<file path="src/rtl/mem_port_arbiter_pkg.sv">
// Purpose: shared types and helpers for the CPU/loader memory port arbiter.
//   state_e : arbiter FSM state encodings
//   owner_e : which requester owns the current access
package mem_port_arbiter_pkg;

   localparam int unsigned AW_DEF   = 8;
   localparam int unsigned DW_DEF   = 16;
   localparam int unsigned WAIT_MAX = 7;

   typedef enum logic [1:0] {
      ST_IDLE   = 2'd0,
      ST_ACCESS = 2'd1,
      ST_RESP   = 2'd2
   } state_e;

   typedef enum logic {
      OWN_CPU = 1'b0,
      OWN_EXT = 1'b1
   } owner_e;

   // Wait counter width; at least one bit even when no wait states are used.
   function automatic int unsigned cnt_width(input int unsigned wait_cycles);
      return (wait_cycles == 0) ? 1 : $clog2(wait_cycles + 1);
   endfunction

endpackage

</file>
<file path="src/rtl/mem_port_arbiter_if.sv">
// Purpose: bundles the CPU side, loader (ext) side and memory side of the arbiter.
//   slave  : arbiter view (takes requests, drives acks and the memory)
//   master : environment view (drives requests, returns memory read data)
interface mem_port_arbiter_if #(
   parameter int unsigned AW = 8,
   parameter int unsigned DW = 16
);
   logic          cpu_req;
   logic          cpu_we;
   logic [AW-1:0] cpu_addr;
   logic [DW-1:0] cpu_wdata;
   logic          cpu_ack;
   logic [DW-1:0] cpu_rdata;
   logic          cpu_stall;

   logic          ext_req;
   logic          ext_lock;
   logic          ext_we;
   logic [AW-1:0] ext_addr;
   logic [DW-1:0] ext_wdata;
   logic          ext_ack;
   logic [DW-1:0] ext_rdata;

   logic          mem_en;
   logic          mem_we;
   logic [AW-1:0] mem_addr;
   logic [DW-1:0] mem_wdata;
   logic [DW-1:0] mem_rdata;
   logic          grant_ext;

   modport slave (
      input  cpu_req, cpu_we, cpu_addr, cpu_wdata,
      output cpu_ack, cpu_rdata, cpu_stall,
      input  ext_req, ext_lock, ext_we, ext_addr, ext_wdata,
      output ext_ack, ext_rdata,
      output mem_en, mem_we, mem_addr, mem_wdata, grant_ext,
      input  mem_rdata
   );

   modport master (
      output cpu_req, cpu_we, cpu_addr, cpu_wdata,
      input  cpu_ack, cpu_rdata, cpu_stall,
      output ext_req, ext_lock, ext_we, ext_addr, ext_wdata,
      input  ext_ack, ext_rdata,
      input  mem_en, mem_we, mem_addr, mem_wdata, grant_ext,
      output mem_rdata
   );
endinterface

</file>
<file path="src/rtl/mem_port_arbiter_rr_arb2.sv">
// Purpose: two-requester round-robin arbiter with a sticky lock for the ext port.
//   req_i      : {ext_req, cpu_req}
//   lock_i     : ext_lock
//   last_win_i : owner of the previous grant
//   win_c_o    : selected owner (combinational)
module rr_arb2
   import mem_port_arbiter_pkg::*;
(
   input  logic [1:0] req_i,
   input  logic       lock_i,
   input  owner_e     last_win_i,
   output owner_e     win_c_o
);

   // Lock only holds the grant for ext if ext won last time and still asks.
   always_comb begin
      win_c_o = OWN_CPU;
      if (lock_i && (last_win_i == OWN_EXT) && req_i[1]) begin
         win_c_o = OWN_EXT;
      end else if (&req_i) begin
         win_c_o = owner_e'(~last_win_i);
      end else if (req_i[1]) begin
         win_c_o = OWN_EXT;
      end else begin
         win_c_o = OWN_CPU;
      end
   end

endmodule

</file>
<file path="src/rtl/mem_port_arbiter.sv">
// Purpose: shares one synchronous single-port memory between the CPU controller
//   and the external loader/debug port, with WAIT_CYCLES extra memory cycles.
//   clk, rst_n : clock and asynchronous active-low reset
//   port_if    : CPU req/ack, ext req/ack/lock, memory strobe/address/data, grant status
module mem_port_arbiter
   import mem_port_arbiter_pkg::*;
#(
   parameter int unsigned AW          = AW_DEF,
   parameter int unsigned DW          = DW_DEF,
   parameter int unsigned WAIT_CYCLES = 0
)(
   input  logic           clk,
   input  logic           rst_n,
   mem_port_arbiter_if.slave port_if
);

   localparam int unsigned CW      = cnt_width(WAIT_CYCLES);
   localparam logic [CW-1:0] WAIT_LD = CW'(WAIT_CYCLES);

   state_e        state_q,     state_d;
   owner_e        owner_q,     owner_d;
   owner_e        last_win_q,  last_win_d;
   logic [CW-1:0] cnt_q,       cnt_d;
   logic          we_q,        we_d;
   logic          mem_en_q,    mem_en_d;
   logic          mem_we_q,    mem_we_d;
   logic [AW-1:0] mem_addr_q,  mem_addr_d;
   logic [DW-1:0] mem_wdata_q, mem_wdata_d;
   logic          cpu_ack_q,   cpu_ack_d;
   logic          ext_ack_q,   ext_ack_d;
   logic [DW-1:0] cpu_rdata_q, cpu_rdata_d;
   logic [DW-1:0] ext_rdata_q, ext_rdata_d;
   logic          grant_ext_q, grant_ext_d;

   owner_e        win_c;

   rr_arb2 u_arb (
      .req_i      ({port_if.ext_req, port_if.cpu_req}),
      .lock_i     (port_if.ext_lock),
      .last_win_i (last_win_q),
      .win_c_o    (win_c)
   );

   // Next-state and registered-output logic.
   always_comb begin
      state_d     = state_q;
      owner_d     = owner_q;
      last_win_d  = last_win_q;
      cnt_d       = cnt_q;
      we_d        = we_q;
      mem_en_d    = mem_en_q;
      mem_we_d    = 1'b0;
      mem_addr_d  = mem_addr_q;
      mem_wdata_d = mem_wdata_q;
      cpu_ack_d   = 1'b0;
      ext_ack_d   = 1'b0;
      cpu_rdata_d = cpu_rdata_q;
      ext_rdata_d = ext_rdata_q;
      grant_ext_d = grant_ext_q;

      unique case (state_q)
         ST_IDLE: begin
            if (port_if.cpu_req || port_if.ext_req) begin
               // Only the granted request's fields are captured; later changes are ignored.
               owner_d     = win_c;
               last_win_d  = win_c;
               grant_ext_d = (win_c == OWN_EXT);
               if (win_c == OWN_EXT) begin
                  we_d        = port_if.ext_we;
                  mem_addr_d  = port_if.ext_addr;
                  mem_wdata_d = port_if.ext_wdata;
               end else begin
                  we_d        = port_if.cpu_we;
                  mem_addr_d  = port_if.cpu_addr;
                  mem_wdata_d = port_if.cpu_wdata;
               end
               mem_we_d = we_d;
               mem_en_d = 1'b1;
               cnt_d    = WAIT_LD;
               state_d  = ST_ACCESS;
            end
         end
         ST_ACCESS: begin
            if (cnt_q == '0) begin
               mem_en_d = 1'b0;
               state_d  = ST_RESP;
               if (owner_q == OWN_EXT) begin
                  ext_ack_d = 1'b1;
                  if (!we_q) ext_rdata_d = port_if.mem_rdata;
               end else begin
                  cpu_ack_d = 1'b1;
                  if (!we_q) cpu_rdata_d = port_if.mem_rdata;
               end
            end else begin
               cnt_d = cnt_q - CW'(1);
            end
         end
         ST_RESP: begin
            grant_ext_d = 1'b0;
            state_d     = ST_IDLE;
         end
         default: begin
            state_d = ST_IDLE;
         end
      endcase
   end

   always_ff @(posedge clk or negedge rst_n) begin
      if (!rst_n) begin
         state_q     <= ST_IDLE;
         owner_q     <= OWN_CPU;
         last_win_q  <= OWN_EXT;
         cnt_q       <= '0;
         we_q        <= 1'b0;
         mem_en_q    <= 1'b0;
         mem_we_q    <= 1'b0;
         mem_addr_q  <= '0;
         mem_wdata_q <= '0;
         cpu_ack_q   <= 1'b0;
         ext_ack_q   <= 1'b0;
         cpu_rdata_q <= '0;
         ext_rdata_q <= '0;
         grant_ext_q <= 1'b0;
      end else begin
         state_q     <= state_d;
         owner_q     <= owner_d;
         last_win_q  <= last_win_d;
         cnt_q       <= cnt_d;
         we_q        <= we_d;
         mem_en_q    <= mem_en_d;
         mem_we_q    <= mem_we_d;
         mem_addr_q  <= mem_addr_d;
         mem_wdata_q <= mem_wdata_d;
         cpu_ack_q   <= cpu_ack_d;
         ext_ack_q   <= ext_ack_d;
         cpu_rdata_q <= cpu_rdata_d;
         ext_rdata_q <= ext_rdata_d;
         grant_ext_q <= grant_ext_d;
      end
   end

   assign port_if.mem_en    = mem_en_q;
   assign port_if.mem_we    = mem_we_q;
   assign port_if.mem_addr  = mem_addr_q;
   assign port_if.mem_wdata = mem_wdata_q;
   assign port_if.cpu_ack   = cpu_ack_q;
   assign port_if.ext_ack   = ext_ack_q;
   assign port_if.cpu_rdata = cpu_rdata_q;
   assign port_if.ext_rdata = ext_rdata_q;
   assign port_if.grant_ext = grant_ext_q;

   // Lets the controller freeze its stage clock until the ack arrives.
   assign port_if.cpu_stall = port_if.cpu_req & ~cpu_ack_q;

endmodule
</file>
<file path="src/flat_wrapper.sv">
// flat-port wrapper written by rule: the top's interface ports become plain ports
module mem_port_arbiter_flat import mem_port_arbiter_pkg::*;
#(
   parameter int unsigned AW          = AW_DEF,
   parameter int unsigned DW          = DW_DEF,
   parameter int unsigned WAIT_CYCLES = 0
)
  (clk, rst_n, port_if_cpu_req, port_if_cpu_we, port_if_cpu_addr, port_if_cpu_wdata, port_if_cpu_ack, port_if_cpu_rdata, port_if_cpu_stall, port_if_ext_req, port_if_ext_lock, port_if_ext_we, port_if_ext_addr, port_if_ext_wdata, port_if_ext_ack, port_if_ext_rdata, port_if_mem_en, port_if_mem_we, port_if_mem_addr, port_if_mem_wdata, port_if_grant_ext, port_if_mem_rdata);
  mem_port_arbiter_if #(.AW(AW), .DW(DW)) port_if_i ();
  input  logic clk;
  input  logic rst_n;
  input wire logic [$bits(port_if_i.cpu_req)-1:0] port_if_cpu_req;
  input wire logic [$bits(port_if_i.cpu_we)-1:0] port_if_cpu_we;
  input wire logic [$bits(port_if_i.cpu_addr)-1:0] port_if_cpu_addr;
  input wire logic [$bits(port_if_i.cpu_wdata)-1:0] port_if_cpu_wdata;
  output wire logic [$bits(port_if_i.cpu_ack)-1:0] port_if_cpu_ack;
  output wire logic [$bits(port_if_i.cpu_rdata)-1:0] port_if_cpu_rdata;
  output wire logic [$bits(port_if_i.cpu_stall)-1:0] port_if_cpu_stall;
  input wire logic [$bits(port_if_i.ext_req)-1:0] port_if_ext_req;
  input wire logic [$bits(port_if_i.ext_lock)-1:0] port_if_ext_lock;
  input wire logic [$bits(port_if_i.ext_we)-1:0] port_if_ext_we;
  input wire logic [$bits(port_if_i.ext_addr)-1:0] port_if_ext_addr;
  input wire logic [$bits(port_if_i.ext_wdata)-1:0] port_if_ext_wdata;
  output wire logic [$bits(port_if_i.ext_ack)-1:0] port_if_ext_ack;
  output wire logic [$bits(port_if_i.ext_rdata)-1:0] port_if_ext_rdata;
  output wire logic [$bits(port_if_i.mem_en)-1:0] port_if_mem_en;
  output wire logic [$bits(port_if_i.mem_we)-1:0] port_if_mem_we;
  output wire logic [$bits(port_if_i.mem_addr)-1:0] port_if_mem_addr;
  output wire logic [$bits(port_if_i.mem_wdata)-1:0] port_if_mem_wdata;
  output wire logic [$bits(port_if_i.grant_ext)-1:0] port_if_grant_ext;
  input wire logic [$bits(port_if_i.mem_rdata)-1:0] port_if_mem_rdata;
  assign port_if_i.cpu_req = port_if_cpu_req;
  assign port_if_i.cpu_we = port_if_cpu_we;
  assign port_if_i.cpu_addr = port_if_cpu_addr;
  assign port_if_i.cpu_wdata = port_if_cpu_wdata;
  assign port_if_cpu_ack = port_if_i.cpu_ack;
  assign port_if_cpu_rdata = port_if_i.cpu_rdata;
  assign port_if_cpu_stall = port_if_i.cpu_stall;
  assign port_if_i.ext_req = port_if_ext_req;
  assign port_if_i.ext_lock = port_if_ext_lock;
  assign port_if_i.ext_we = port_if_ext_we;
  assign port_if_i.ext_addr = port_if_ext_addr;
  assign port_if_i.ext_wdata = port_if_ext_wdata;
  assign port_if_ext_ack = port_if_i.ext_ack;
  assign port_if_ext_rdata = port_if_i.ext_rdata;
  assign port_if_mem_en = port_if_i.mem_en;
  assign port_if_mem_we = port_if_i.mem_we;
  assign port_if_mem_addr = port_if_i.mem_addr;
  assign port_if_mem_wdata = port_if_i.mem_wdata;
  assign port_if_grant_ext = port_if_i.grant_ext;
  assign port_if_i.mem_rdata = port_if_mem_rdata;
  mem_port_arbiter #(.AW(AW), .DW(DW), .WAIT_CYCLES(WAIT_CYCLES)) u_core (.clk(clk), .rst_n(rst_n), .port_if(port_if_i));
endmodule
</file>
<file path="config.mk">
export PLATFORM = sky130hd
export DESIGN_NAME = mem_port_arbiter_flat
export DESIGN_NICKNAME = d
export VERILOG_FILES = /design/src/rtl/mem_port_arbiter_pkg.sv /design/src/rtl/mem_port_arbiter_if.sv /design/src/rtl/mem_port_arbiter_rr_arb2.sv /design/src/rtl/mem_port_arbiter.sv /design/src/flat_wrapper.sv
export SDC_FILE = /design/constraint.sdc
export NUM_CORES = 1
export LEC_CHECK = 0
export ABC_AREA = 1
export CAP_MARGIN = 10
export CORE_ASPECT_RATIO = 0.6
export CORE_UTILIZATION = 35
export CTS_CLUSTER_SIZE = 24
export DETAILED_ROUTE_END_ITERATION = 6
export PLACE_DENSITY = 0.73
export SLEW_MARGIN = 20
export SYNTH_ARGS = -nofsm -noshare
export SYNTH_HDL_FRONTEND = slang
export SYNTH_SLANG_ARGS = --single-unit
</file>
<file path="constraint.sdc">
create_clock -name clk -period 1.47 [get_ports clk]
set_input_delay 0.441 -clock clk [delete_from_list [all_inputs] [get_ports clk]]
set_output_delay 0.441 -clock clk [all_outputs]
set_load 0.01 [all_outputs]
</file>
# Yosys cells after proc, flatten, opt, wreduce, memory -nomap -nowiden

Cells that the tools add are included.

Logic and storage cells: 64
Flip-flop bits (word level): 67
Output and inout bits: 62
Bits of input ports: 71

Muxes and demuxes: 25
$add $sub $neg: 1
Equal/unequal tests: 4
Reduce and logical (&&, ||, !) cells: 14
Bitwise gates (word level): 6

Operators by type and width:

| kind                                                  | number |
|---|---|
| 2-to-1 mux 1 bit                                      | 17 |
| 2-to-1 mux 16 bit                                     | 1 |
| AND reduction 2 bit                                   | 5 |
| 2-to-1 mux 8 bit                                      | 1 |
| AND reduction 4 bit                                   | 2 |
| case mux 1 bit (2 select lines)                       | 3 |
| NOT 1 bit                                             | 5 |
| 2-to-1 mux 2 bit                                      | 2 |
| case mux 2 bit (2 select lines)                       | 1 |
| nonzero test 2 bit                                    | 2 |
| AND reduction 3 bit                                   | 1 |
| equality test 2 x 1 -> 1 bit, second input constant   | 1 |
| equality test 2 bit, second input constant            | 1 |
| logical AND 1 bit                                     | 2 |
| zero test 2 bit                                       | 1 |
| inequality test 2 x 1 -> 1 bit, second input constant | 1 |
| inequality test 2 bit, second input constant          | 1 |
| bitwise AND 1 bit                                     | 1 |
| logical OR 1 bit                                      | 1 |
| subtractor 1 bit, second input constant               | 1 |

# Longest topological paths before layout

Gate-level depths: netlist of run 1.

Depth after elaboration: 6
Gate-level depth with buffers: 8
Depth with buffers taken out: 6

# Hierarchy

A second synthesis of run 1 with hierarchy kept.

Cell total of the unflattened synthesis: 365
Area total of the unflattened synthesis: 2971.6 µm²

By module, submodules not included:

| module           | instances | seq. area each (µm²) | cells each | area an instance (µm²) |
|---|---|---|---|---|
| mem_port_arbiter | 1         | 1652.8               | 361        | 2950.3 |
| rr_arb2          | 1         | 0.0                  | 4          | 21.3 |

# Worst setup path before layout of run 1

No wires, ideal clock.

Path kind: flip-flop to flip-flop
From: register u_core.last_win_q
To: register u_core.mem_wdata_q[2] (netlist: u_core.port_if.mem_wdata[2])
Period minus slack after synthesis: 1.202 ns
Arrival time: 1.084 ns
Buffers on the path: 1
Data required time: 1.353 ns
Stages on the path, launching flop included: 7
Setup time: 0.117 ns
Path slack: 0.268 ns
Cells stage by stage: dfstp_2 nand3_2 nand2_2 buf_6 nand2_1 nand3_1 nand2_1

Cells in the longest elaborated chain, start to end: 4
Elaborated cells between the ends (all ways): 6
Those cells by class: mux: 3; bitwise: 1; reduce/logical: 2

RTL lines:

| item                                                  | RTL line                                                       | RTL |
|---|---|---|
| from (decl)                                           | mem_port_arbiter.sv:22                                         | `owner_e last_win_q, last_win_d;` |
| from (signal assigned)                                | mem_port_arbiter.sv:127                                        | `last_win_q <= last_win_d;` |
| NOT 1 bit or logical AND 1 bit (tied branches)        | mem_port_arbiter_rr_arb2.sv:21, mem_port_arbiter_rr_arb2.sv:18 |  |
| 2-to-1 mux 1 bit or logical AND 1 bit (tied branches) | mem_port_arbiter_rr_arb2.sv:20, mem_port_arbiter_rr_arb2.sv:18 |  |
| 2-to-1 mux 1 bit (*)                                  | mem_port_arbiter_rr_arb2.sv:18                                 | `if (lock_i && (last_win_i == OWN_EXT) && req_i[1]) begin` |
| 2-to-1 mux 16 bit (*)                                 | mem_port_arbiter.sv:68                                         | `if (win_c == OWN_EXT) begin` |
| to (signal assigned)                                  | mem_port_arbiter.sv:133                                        | `mem_wdata_q <= mem_wdata_d;` |
| to (decl)                                             | mem_port_arbiter.sv:28                                         | `logic [DW-1:0] mem_wdata_q, mem_wdata_d;` |

Mark *: on every way between the ends. The rest lies on a longest branch, timed or not.
A chain may end at the register's enable or synchronous reset.

# Final worst setup path of run 1

From: register u_core.mem_wdata_q[2] (netlist: u_core.port_if.mem_wdata[2])
To: output port port_if_mem_wdata[2]

RTL lines:

| item      | RTL line           | RTL |
|---|---|---|
| to (decl) | flat_wrapper.sv:29 | `output wire logic [$bits(port_if_i.mem_wdata)-1:0] port_if_mem_wdata;` |

No word-level cell between the ends.

==> impl_metrics.json, run 1 <==
{
  "status": "completed",
  "antenna_left": 0,
  "io_buffers": 132,
  "grt_antenna_before_repair": 0,
  "postCtsHoldBufs": 0,
  "crit_chain": "dlygate4sd2_1",
  "cts_tree": "done",
  "p_leak_nw": 2.59,
  "place_congestion": 0.780,
  "total_power_mw": 9.19,
  "final.period_utilization": 0.981,
  "r2r-start": "u_core.last_win_q",
  "finalHoldViolCount": 0,
  "fp.dieW_um": 123,
  "finClkSkew_ns": 0.00352,
  "maxCapViolations": 0,
  "slowest_stage": "dfrtp_1",
  "ff2ff_path_depth": 6,
  "yosys_register_bits": 66,
  "maxSlewHeadroom": 0.753,
  "vias": 2813,
  "clock_sinks": 66,
  "grt_max_degree": 67,
  "die_h_um": 74.6,
  "coreArea_sq_mm": 0.00852,
  "drive_above_1_share": 0.105,
  "first_iter_violations": 165,
  "drc": 0,
  "ir_worst_vdd_v": 0.000838,
  "cp_slowest_stage_delay_ns": 0.38,
  "rows": 26,
  "place_hpwl_um": 6000,
  "cts.path.max_buffers": 2,
  "synthTopCellsByArea": "dfrtp_1, nand2_1, inv_1",
  "crit_path_end_kind": "primary output",
  "yosysUniqueCellTypes": 18,
  "grt_use_total": 0.183,
  "synth_seq_area_share": 0.537,
  "cp_num_buf_inv": 1,
  "rsz0062_at_grt": "false",
  "cts_inserted_buffers": 9,
  "start_util": 0.361,
  "arrival_ns": 1.00,
  "first_global_vias": 2613,
  "fin_crit_ns": 1.44,
  "grt_pass1_wl_um": 12900,
  "hold_path_class": "input port to async pin",
  "clkLatencyLatePin_ns": 0.32,
  "reg2reg_slack_ns": 0.22,
  "synthCells": 368,
  "diodes": 0,
  "synth.largest_area_cell": "dfrtp_1",
  "r2r-end": "u_core.port_if.mem_addr[0]",
  "synth_top_area_share": 0.529,
  "p_per_area_mw_per_mm2": 1920,
  "avgSynthCellArea_sq_um": 8.36,
  "cts_max_level": 3,
  "critical_path_class": "register to primary output",
  "critPathMaxFanout": 2,
  "syn_nets": 439,
  "fmax_ghz": 0.694,
  "setup.worst_path.start_class": "register",
  "first_pass_iters": 4,
  "syn_area_sq_mm": 0.00308,
  "area_delta_synth_final_pct": 55.1,
  "floorplan.die_area_sq_mm": 0.00918,
  "clockRootBuffer": "clkbuf_16",
  "detail_route.wl_per_cell_um": 13.3,
  "maxSlewViolCount": 0,
  "finalSetupViolCount": 0,
  "vias_per_cell": 4.50,
  "fill_cells": 810,
  "holdWs_ns": 0.118,
  "cp_top_family": "flip-flops",
  "wl_um": 8340,
  "cts_setup_buffers": 0,
  "gr-total-overflow": 0,
  "worst_pin_slew_ns": 0.370,
  "fin_nets": 579,
  "io_pins": 133,
  "yosysWarningCount": 0,
  "path_clk_slew_ns": 0.05,
  "crit_required_ns": 1.03
}
==> worst max-delay path by stage <==
| stage | start | endpoint | depth (start not counted) |
|---|---|---|---|
| 2_1_floorplan | u_core.last_win_q | u_core.port_if.mem_wdata[2] | 6 |
| 3_3_place_gp | port_if_cpu_req | port_if_cpu_stall | 4 |
| 3_5_place_dp | port_if_cpu_req | port_if_cpu_stall | 4 |
| 4_1_cts | u_core.port_if.cpu_ack | port_if_cpu_ack | 1 |
| 5_1_grt | u_core.port_if.mem_wdata[2] | port_if_mem_wdata[2] | 1 |
| 6_report | u_core.port_if.mem_wdata[2] | port_if_mem_wdata[2] | 1 |
==> logic make-up after synthesis <==
kind of cell / count (synthesis) / synth area share
flops: 66 / 0.537
simple gates: 176 / 0.251
buf+inv: 93 / 0.144
compound gates: 33 / 0.0683
==> final cells by class <==
cell class                      instances  area (sq um)  share of cell area
Sequential cell                        66          1650               0.346
Clock inverter                          7          60.1              0.0126
Timing Repair Buffer                  147          1430               0.299
Inverter                               75           287              0.0600
Tap cell                              112           140              0.0294
Clock buffer                            9           225              0.0472
Multi-Input combinational cell        209           982               0.206
==> Yosys cell counts <==
library cell  number
nand2_1          114
inv_1             73
dfrtp_1           65
nand3_1           52
o21ai_1           20
o21ai_2           12
buf_6             10
buf_2              6
nor2_1             4
buf_4              2
nand2_2            2
nand3_4            2
dfstp_2            1
inv_2              1
inv_4              1
nand3_2            1
nor2_4             1
o21ai_0            1
==> metrics by stage <==
stage	setup WS, ns	TNS, ns	cell area (sq um)	instances	utilization
after floorplan	0.268	0	3080	368	-
after global placement	-0.554	-8.16	4550	609	0.534
after detailed placement	-0.568	-8.96	4550	609	0.534
after CTS	0.00899	0	4750	625	0.558
after global routing	0.000435	0	4770	625	0.560
final	0.0282	0	4770	625	0.560
==> cell usage in the layout (no fill, tap or decap) <==
cell	Yosys	final
nand2_1	114	114
inv_1	73	73
clkdlybuf4s50_1	0	68
dfrtp_1	65	65
nand3_1	52	52
dlygate4sd2_1	0	48
o21ai_1	20	20
clkdlybuf4s15_1	0	14
o21ai_2	12	12
buf_4	2	10
clkbuf_16	0	9
clkinv_2	0	6
buf_12	0	5
nor2_1	4	4
nand2_2	2	2
nand3_4	2	2
buf_2	6	2
nor2_4	1	1
nand3_2	1	1
inv_2	1	1
inv_6	0	1
o21ai_0	1	1
bufinv_16	0	1
dfstp_2	1	1
==> flip-flops by register name, summed over array words and instances (netlist names) <==
| signal | count |
|---|---|
| u_core.port_if.mem_we | 1 |
| u_core.port_if.grant_ext | 1 |
| u_core.we_q | 1 |
| u_core.port_if.ext_rdata | 16 |
| u_core.last_win_q | 1 |
| u_core.port_if.cpu_rdata | 16 |
| u_core.port_if.ext_ack | 1 |
| u_core.port_if.mem_wdata | 16 |
| u_core.port_if.mem_addr | 8 |
| u_core.port_if.cpu_ack | 1 |
| u_core.port_if.mem_en | 1 |
| u_core.owner_q | 1 |
| u_core.state_q | 2 |
==> report_power, final <==
| part | leakage [nW] | internal, mW | switching (mW) |
|---|---|---|---|
| clock network | 0.149 | 1.29 | 0.770 |
| registers | 0.805 | 2.74 | 0.482 |
| logic | 1.63 | 1.77 | 2.13 |
| total | 2.59 | 5.80 | 3.39 |
==> metal layers <==
metal,wire length (um),up-vias,GRT usage
met1,4120,1364,0.251
met4,145,0,0.0562
met2,3840,45,0.290
met3,235,12,0.0447
li1,-,1392,-
met5,0,-,0
==> repair_timing <==
item / 4_1_cts / 5_1_grt
pin swaps: 0 / 1
setup endpoints to repair: 62 / 18
gates resized for setup: 66 / 15
Power figures use the tool's default switching activity.
==> run 2: changes to the inputs <==
Settings changed: CORE_MARGIN from default to 2.
==> run 2 against run 1 <==
  * Setup slack better by 0.0017 ns
  * Largest power group unchanged
  * Final cell count unchanged
  * Die area up 4.3%
  * Sequential share of layout area about the same
  * Clock power up 3%
  * Power up 0.74%
  * Critical endpoint is now port_if_mem_wdata[7]
  * Critical path type unchanged
==> impl_metrics.json, run 2 (synthesis results as in run 1) <==
{
  "start_util": 0.361,
  "finalSetupViolCount": 0,
  "gr-total-overflow": 0,
  "maxSlewViolCount": 0,
  "critPathMaxFanout": 2,
  "clkLatencyLatePin_ns": 0.32,
  "io_buffers": 132,
  "seq_area_sq_mm": 0.00165,
  "fin_nets": 579,
  "arrival_ns": 1.00,
  "finClkSkew_ns": 0.00275,
  "ff2ff_path_depth": 5,
  "hold_path_class": "input port to async pin",
  "area_delta_synth_final_pct": 55.1,
  "cp_top_family": "flip-flops",
  "grt_max_degree": 36,
  "crit_path_end_kind": "primary output",
  "final.period_utilization": 0.980,
  "multi_input_area_sq_um": 982,
  "crit_cells": 1,
  "finalHoldViolCount": 0,
  "fmax_ghz": 0.694,
  "antenna_left": 0,
  "first_pass_iters": 5,
  "grt_pass1_wl_um": 14500,
  "setup.worst_path.start_class": "register",
  "holdWs_ns": 0.151,
  "floorplan.die_area_sq_mm": 0.00958,
  "ir_worst_vdd_v": 0.000689,
  "place_hpwl_um": 6330,
  "detail_route.wl_per_cell_um": 13.4,
  "cp_num_buf_inv": 1,
  "p_leak_nw": 2.60,
  "clockRootBuffer": "clkbuf_16",
  "layout_commonest_cell": "nand2_1",
  "layout_common_cells": "nand2_1, inv_1, clkdlybuf4s50_1",
  "maxSlewHeadroom": 0.693,
  "crit_required_ns": 1.03,
  "wl_um": 8370,
  "cts_setup_buffers": 0,
  "clock_sinks": 66,
  "die_h_um": 76.6,
  "p_per_area_mw_per_mm2": 1940,
  "rsz0062_at_grt": "false",
  "fin_crit_ns": 1.44,
  "io_pins": 133,
  "vias_per_cell": 4.44,
  "cts.path.max_buffers": 2,
  "final_util": 0.560,
  "diodes": 0,
  "grt_antenna_before_repair": 0,
  "worst_pin_slew_ns": 0.461,
  "r2r-end": "u_core.port_if.mem_addr[4]",
  "rows": 26,
  "crit_chain": "dlygate4sd2_1",
  "grt_use_total": 0.187,
  "path_clk_slew_ns": 0.05,
  "drive_above_1_share": 0.0994,
  "r2r-start": "u_core.state_q[1]",
  "cts_tree": "done",
  "vias": 2773,
  "fp.dieW_um": 125,
  "drc": 0,
  "maxCapViolations": 0,
  "critical_path_class": "register to primary output",
  "status": "completed",
  "cts_max_level": 3,
  "postCtsHoldBufs": 0,
  "place_congestion": 0.765,
  "first_iter_violations": 160,
  "cp_slowest_stage_delay_ns": 0.39,
  "coreArea_sq_mm": 0.00852,
  "pre_cts_slack_ns": -0.563,
  "slowest_stage": "dfrtp_1",
  "reg2reg_slack_ns": 0.22,
  "cts_inserted_buffers": 9,
  "first_global_vias": 2868,
  "finalWorstSetupSlack_ns": 0.0300,
  "fill_cells": 841
}
## run 2: through the flow
stage | instance area, sq um | total power, mW | TNS [ns] | cells
global route | 4770 | 9.98 | 0 | 625
floorplan | 3080 | 5.42 | 0 | 368
detailed placement | 4540 | 7.79 | -9.30 | 609
CTS | 4750 | 9.35 | 0 | 625
global placement | 4540 | 7.67 | -8.75 | 609
finish | 4770 | 9.25 | 0 | 625
## run 2: what timing repair did
action                     CTS  global route
pin swaps                    0             0
setup endpoints to repair   62            35
gates resized for setup     66            11
## run 2: worst max-delay path by stage
stage	start	end
global placement	port_if_cpu_req	port_if_cpu_stall
floorplan	u_core.last_win_q	u_core.port_if.mem_wdata[2]
global route	u_core.port_if.mem_addr[4]	port_if_mem_addr[4]
finish	u_core.port_if.mem_wdata[7]	port_if_mem_wdata[7]
CTS	u_core.port_if.cpu_rdata[2]	port_if_cpu_rdata[2]
detailed placement	port_if_cpu_req	port_if_cpu_stall
## run 2: layout make-up
| type | count | share of cell area |
|---|---|---|
| clock buffers | 14 | 0.0553 |
| clock inverters | 2 | 0.00734 |
| inverters | 75 | 0.0606 |
| multi-input cells | 209 | 0.206 |
| flip-flops and latches | 66 | 0.346 |
| well taps | 112 | 0.0294 |
| repair buffers | 147 | 0.295 |
## run 2: where the power goes
group          switching [mW]  leakage, nW  internal [mW]
sequential              0.482        0.805           2.74
clock                   0.717        0.147           1.40
combinational            2.15         1.65           1.76
total                    3.35         2.60           5.91
## run 2: per-layer routing
metal,up-vias,routed length [um],track usage
met5,-,0,0
met4,0,63,0.0400
met3,9,315,0.0463
met2,54,4050,0.309
met1,1314,3950,0.252
li1,1396,-,-
